File: src/rtl/ram_cart_arb.sv
// ram_cart_arb: shares the cart 16-bit SRAM between the 68k cart bus and a
// background word port (save-state / SD DMA).  The CPU path is purely
// combinational and always wins; background accesses run in idle gaps, are
// dropped the instant the CPU shows up and are retried from scratch.
//
// Build option: define RAM_ARB_BGWR_EN to allow background writes.  Without
// it a background write never touches the SRAM and completes at once with
// bg_ack and bg_err pulsing together.
//
// RD_WAIT must be in 2..15 so the final access cycle fits the 4-bit counter.
module ram_cart_arb #(
   parameter int AW      = 18,
   parameter int RD_WAIT = 2
) (
   input  logic          clk,
   input  logic          map_rst_n,
   // 68k cart bus side
   input  logic          cpu_req,
   input  logic          cpu_oe,
   input  logic          cpu_we_lo,
   input  logic          cpu_we_hi,
   input  logic [AW-1:0] cpu_addr,
   input  logic [15:0]   cpu_din,
   output logic [15:0]   cpu_dout,
   // background word port
   input  logic          bg_req,
   input  logic          bg_we,
   input  logic [1:0]    bg_be,
   input  logic [AW-1:0] bg_addr,
   input  logic [15:0]   bg_din,
   output logic [15:0]   bg_dout,
   output logic          bg_ack,
   output logic          bg_err,
   output logic [7:0]    abort_cnt,
   // SRAM pins
   output logic [AW-1:0] mem_addr,
   output logic [15:0]   mem_din,
   input  logic [15:0]   mem_dout,
   output logic          mem_ce,
   output logic          mem_oe,
   output logic          mem_we_lo,
   output logic          mem_we_hi
);

   typedef enum logic [1:0] {
      IDLE    = 2'd0,
      BG_ACC  = 2'd1,
      BG_DONE = 2'd2
   } state_t;

   // index of the final access cycle; strobes drop here so data is held
   localparam logic [3:0] LAST_WCNT = 4'(RD_WAIT - 1);

   state_t        r_state;
   state_t        w_state_next;
   logic [3:0]    r_wcnt;
   logic [3:0]    w_wcnt_next;
   logic [15:0]   r_bg_dout;
   logic          r_bg_ack;
   logic [7:0]    r_abort_cnt;

   logic          w_start;      // IDLE samples a request with the bus free
   logic          w_bg_rej;     // request is a write that this build refuses
   logic          w_bg_wr;      // background op is a write that goes to SRAM
   logic          w_last;       // current access cycle is the final one
   logic          w_abort;      // CPU collided with an access in progress
   logic          w_latch;      // read data is captured this cycle

`ifdef RAM_ARB_BGWR_EN
   localparam logic BGWR_EN = 1'b1;

   assign w_bg_rej = 1'b0;
   assign bg_err   = 1'b0;
`else
   localparam logic BGWR_EN = 1'b0;

   logic r_bg_err;

   assign w_bg_rej = bg_we;

   // flag a refused write in the same cycle its ack goes out
   always_ff @(posedge clk or negedge map_rst_n) begin
      if (!map_rst_n)
         r_bg_err <= 1'b0;
      else
         r_bg_err <= w_start && w_bg_rej;
   end

   assign bg_err = r_bg_err;
`endif

   assign w_start = (r_state == IDLE) && bg_req && !cpu_req;
   assign w_bg_wr = BGWR_EN && bg_we;
   assign w_last  = (r_wcnt == LAST_WCNT);
   assign w_abort = (r_state == BG_ACC) && cpu_req;
   assign w_latch = (r_state == BG_ACC) && !cpu_req && w_last && !bg_we;

   // next-state logic: CPU activity always blocks or cancels background work
   always_comb begin
      w_state_next = r_state;
      w_wcnt_next  = r_wcnt;
      case (r_state)
         IDLE: begin
            if (w_start) begin
               w_wcnt_next = 4'd0;
               if (w_bg_rej)
                  w_state_next = BG_DONE;
               else
                  w_state_next = BG_ACC;
            end
         end
         BG_ACC: begin
            if (cpu_req) begin
               // abandon; the op restarts from zero once the CPU leaves
               w_state_next = IDLE;
               w_wcnt_next  = 4'd0;
            end else if (w_last) begin
               w_state_next = BG_DONE;
               w_wcnt_next  = 4'd0;
            end else begin
               w_wcnt_next  = r_wcnt + 4'd1;
            end
         end
         BG_DONE: begin
            w_state_next = IDLE;
         end
         default: begin
            w_state_next = IDLE;
            w_wcnt_next  = 4'd0;
         end
      endcase
   end

   // state and access-cycle counter
   always_ff @(posedge clk or negedge map_rst_n) begin
      if (!map_rst_n) begin
         r_state <= IDLE;
         r_wcnt  <= 4'd0;
      end else begin
         r_state <= w_state_next;
         r_wcnt  <= w_wcnt_next;
      end
   end

   // ack is high exactly while the FSM sits in BG_DONE
   always_ff @(posedge clk or negedge map_rst_n) begin
      if (!map_rst_n)
         r_bg_ack <= 1'b0;
      else
         r_bg_ack <= (w_state_next == BG_DONE);
   end

   // read data capture on the final uncontended access cycle
   always_ff @(posedge clk or negedge map_rst_n) begin
      if (!map_rst_n)
         r_bg_dout <= 16'd0;
      else if (w_latch)
         r_bg_dout <= mem_dout;
   end

   // saturating collision counter
   always_ff @(posedge clk or negedge map_rst_n) begin
      if (!map_rst_n)
         r_abort_cnt <= 8'd0;
      else if (w_abort && (r_abort_cnt != 8'hFF))
         r_abort_cnt <= r_abort_cnt + 8'd1;
   end

   // SRAM bus mux: CPU first, then an active background access, else parked
   always_comb begin
      mem_addr  = '0;
      mem_din   = 16'd0;
      mem_ce    = 1'b0;
      mem_oe    = 1'b0;
      mem_we_lo = 1'b0;
      mem_we_hi = 1'b0;
      if (cpu_req) begin
         mem_addr  = cpu_addr;
         mem_din   = cpu_din;
         mem_ce    = 1'b1;
         mem_oe    = cpu_oe;
         mem_we_lo = cpu_we_lo;
         mem_we_hi = cpu_we_hi;
      end else if (r_state == BG_ACC) begin
         mem_addr  = bg_addr;
         mem_din   = bg_din;
         mem_ce    = 1'b1;
         mem_oe    = !bg_we;
         mem_we_lo = w_bg_wr && bg_be[0] && !w_last;
         mem_we_hi = w_bg_wr && bg_be[1] && !w_last;
      end
   end

   assign cpu_dout  = mem_dout;
   assign bg_dout   = r_bg_dout;
   assign bg_ack    = r_bg_ack;
   assign abort_cnt = r_abort_cnt;

endmodule

File: config.mk
export PLATFORM = sky130hd
export DESIGN_NAME = ram_cart_arb
export DESIGN_NICKNAME = d
export VERILOG_FILES = /design/src/rtl/ram_cart_arb.sv
export SDC_FILE = /design/constraint.sdc
export NUM_CORES = 1
export LEC_CHECK = 0
export ABC_CLOCK_PERIOD_IN_PS = 3500
export BUFFER_PORTS_ARGS = -buffer_cell sky130_fd_sc_hd__buf_2
export CAP_MARGIN = 20
export CORE_ASPECT_RATIO = 0.9
export CORE_UTILIZATION = 40
export CTS_BUF_LIST = sky130_fd_sc_hd__clkbuf_16
export DETAILED_ROUTE_END_ITERATION = 8
export PLACE_DENSITY = 0.88
export SLEW_MARGIN = 20
export SYNTH_ARGS = -nofsm -noshare
export SYNTH_HDL_FRONTEND = slang
export SYNTH_SLANG_ARGS = --single-unit
File: constraint.sdc
create_clock -name clk -period 3.5 [get_ports clk]
set_input_delay 0.7 -clock clk [delete_from_list [all_inputs] [get_ports clk]]
set_output_delay 0.7 -clock clk [all_outputs]
set_load 0.01 [all_outputs]
==> reports/qor.yml <==
clocking:
  cts_root_buf: "clkbuf_16"
  cts_buffer_depth: 2
  post-cts-setup-buffers: 0
  cts_resized: 0
  clock_latency_ns: 0.28
  cts-htree-levels: 2
  cts_sinks: 32
  holdBufCountCts: 0
  cts_buffers: 5
  cts_tree: "done"
  clkTransAtPathRegs_ns: 0.06
pwr:
  leakage_nw: 1.65
  irDropWorstVdd_mv: 0.406
  power_density_mw_per_mm2: 467
layout:
  n_antenna_cell: 0
  fin_area_mm2: 0.00283
  syn2layout_area_growth_pct: 49.1
  final_nets: 423
  layout-drive-gt1-share_pct: 62.7
placement:
  place.gp.congestion: 0.848
  hpwl_mm: 4.38
  port_buffers: 171
  placedInstanceArea_mm2: 0.00266
route:
  wirelength_mm: 5.55
  wl_per_cell_um: 14.3
  first_pass_iters: 4
  drc: 0
  vias: 1888
  detail-route-antenna-nets: 0
  vias_per_cell: 4.85
  first_iter_violations: 86
global_route:
  grt-ovfl-total: 0
  grt_pass1_wl_mm: 7.17
  antenna_found_initial: 0
  grt_pass1_vias: 1494
  grtUsageTotal_pct: 19.7
  grt_max_degree: 39
floorplan:
  io_pins: 174
  die_x_um: 74.6
  core_mm2: 0.00452
  rows: 23
  die_area_mm2: 0.00503
  die_h_um: 67.4
  initial_core_util_pct: 42.0
critical_path:
  worstSetupEndpointType: "output port"
  critPathTopFamily: "simple AND/OR/NAND/NOR gates"
  worstPathArrival_ns: 1.97
  cp_slowest_cell: "dfrtp_1"
  critPathMaxStageDelay_ns: 0.43
  ff2ff_setup_slack_ns: 1.34
  crit_chain: "or2b_1, nor2_2, buf_4, a22o_1, buf_2"
  cp_max_fo: 30
  path_class: "register to output port"
  cp-start-kind: "register"
  crit_required_ns: 2.80
  critPathBufInv: 2
sta:
  fin_skew_ns: 0.00785
  fmax_ghz: 0.374
  fin_setup_tns_ns: 0
  finalCritPeriodShare_pct: 76.3
  drv_slew: 0
  max-slew-margin-rel_pct: 42.2
  timing.final.crit_period_ns: 2.67
  setup_violations: 0
  worst_pin_slew_ns: 0.867
  grt_setup_unrepaired: "no"
  hold_viol: 0
yosys:
  syn_inst: 172
  yosys_register_bits: 32
  yosysUniqueCellTypes: 33
  yosys.area.top_type: "dfrtp_1"
  netlist_top_cells_area: "dfrtp_1, a22o_1, mux2_4, buf_4, mux2_2"
  synth_area_per_cell_um2: 11.0
  syn_area_mm2: 0.00190
  synth_fp_nets: 269
  ys.warnings.count: 0
  seq_area_frac_synth_pct: 42.2
  synth_top_cell_area_share_pct: 42.2
worst_hold_path:
  hold_class: "primary input to async pin"
run:
  cap_violations: 0
outcome:
  status: "completed"
registers in the layout, summed over array words and instances (netlist names):
name       cells
r_state        2
bg_err         1
abort_cnt      8
r_wcnt         4
bg_ack         1
bg_dout       16
layout make-up:
| class | instances | area, um2 |
|---|---|---|
| Inverter | 1 | 3.75 |
| Timing Repair Buffer | 173 | 871 |
| Sequential cell | 32 | 801 |
| Multi-Input combinational cell | 113 | 911 |
| Clock inverter | 3 | 42.5 |
| Tap cell | 62 | 77.6 |
| Clock buffer | 5 | 125 |
| Fill cell | 380 | 1690 |
worst paths after layout:
kind,startpoint,endpoint,cells past startpoint
worst max register to register,r_state[0]$_DFF_PN0_,bg_dout[7]$_DFFE_PN0P_,3
worst max-delay path,r_state[0]$_DFF_PN0_,mem_din[14],5
worst min register to register,bg_dout[1]$_DFFE_PN0P_,bg_dout[1]$_DFFE_PN0P_,1
max in group asynchronous,map_rst_n,bg_dout[2]$_DFFE_PN0P_,1
worst min-delay path,map_rst_n,abort_cnt[4]$_DFFE_PN0P_,1
min in group clk,bg_dout[1]$_DFFE_PN0P_,bg_dout[1]$_DFFE_PN0P_,1
cell usage after synthesis, drive strengths merged:
cell type / count
a21oi: 3
a22o: 34
a22oi: 1
a31oi: 1
and2: 2
and3: 1
and3b: 1
and4b: 1
buf: 22
clkbuf: 4
dfrtp: 32
ha: 3
inv: 1
mux2: 19
nand2: 9
nand2b: 2
nand3: 4
nand4: 3
nor2: 8
nor2b: 1
nor3: 2
o21ai: 8
o21bai: 2
or2: 1
or2b: 1
or3: 1
or3b: 1
xnor2: 2
xor2: 2
layer usage:
metal	GRT usage, %	routed length [um]
met4	8.73	161
met3	7.16	342
met1	25.3	2370
met2	29.6	2670
met5	0	0
placed cells by master (no fill, tap or decap), types with 3 or more instances in the layout:
master       n
buf_2      171
a22o_1      34
dfrtp_1     32
mux2_4      10
nand2_1      9
mux2_2       9
o21ai_0      8
nor2_1       7
clkbuf_16    5
nand3_1      4
nand4_1      3
a21oi_1      3
ha_1         3
power breakdown:
part | switching, W | internal [W]
Clock | 0.000156 | 0.000334
Combinational | 0.000166 | 0.000186
Sequential | 0.0000489 | 0.000431
cell families (layout without fill, tap and decap cells):
family                   after synthesis  in the layout  synth area share, %
adder cells (fa/ha/maj)                3              3                 1.98
XOR/XNOR                               4              4                 1.84
multiplexers                          19             19                 13.2
AND/OR/NAND/NOR                       38             38                 10.7
AO/OA/AOI/OAI                         49             49                 20.1
flip-flops                            32             32                 42.2
buffers and inverters                 27            182                 10.0
per-stage QoR:
step                      total power [W]  utilization [%]  setup slack (ns)  cells  hold slack (ns)
after CTS                         0.00133             62.7             0.837    389            0.494
after global routing              0.00140             62.7             0.695    389            0.519
final                             0.00132             62.7             0.829    389            0.472
after floorplan                  0.000675                -              1.08    172            0.404
after detailed placement         0.000839             59.0             0.923    381            0.489
after global placement           0.000827             59.0             0.947    381            0.472
Note: power is estimated with default switching activity, not from simulation.
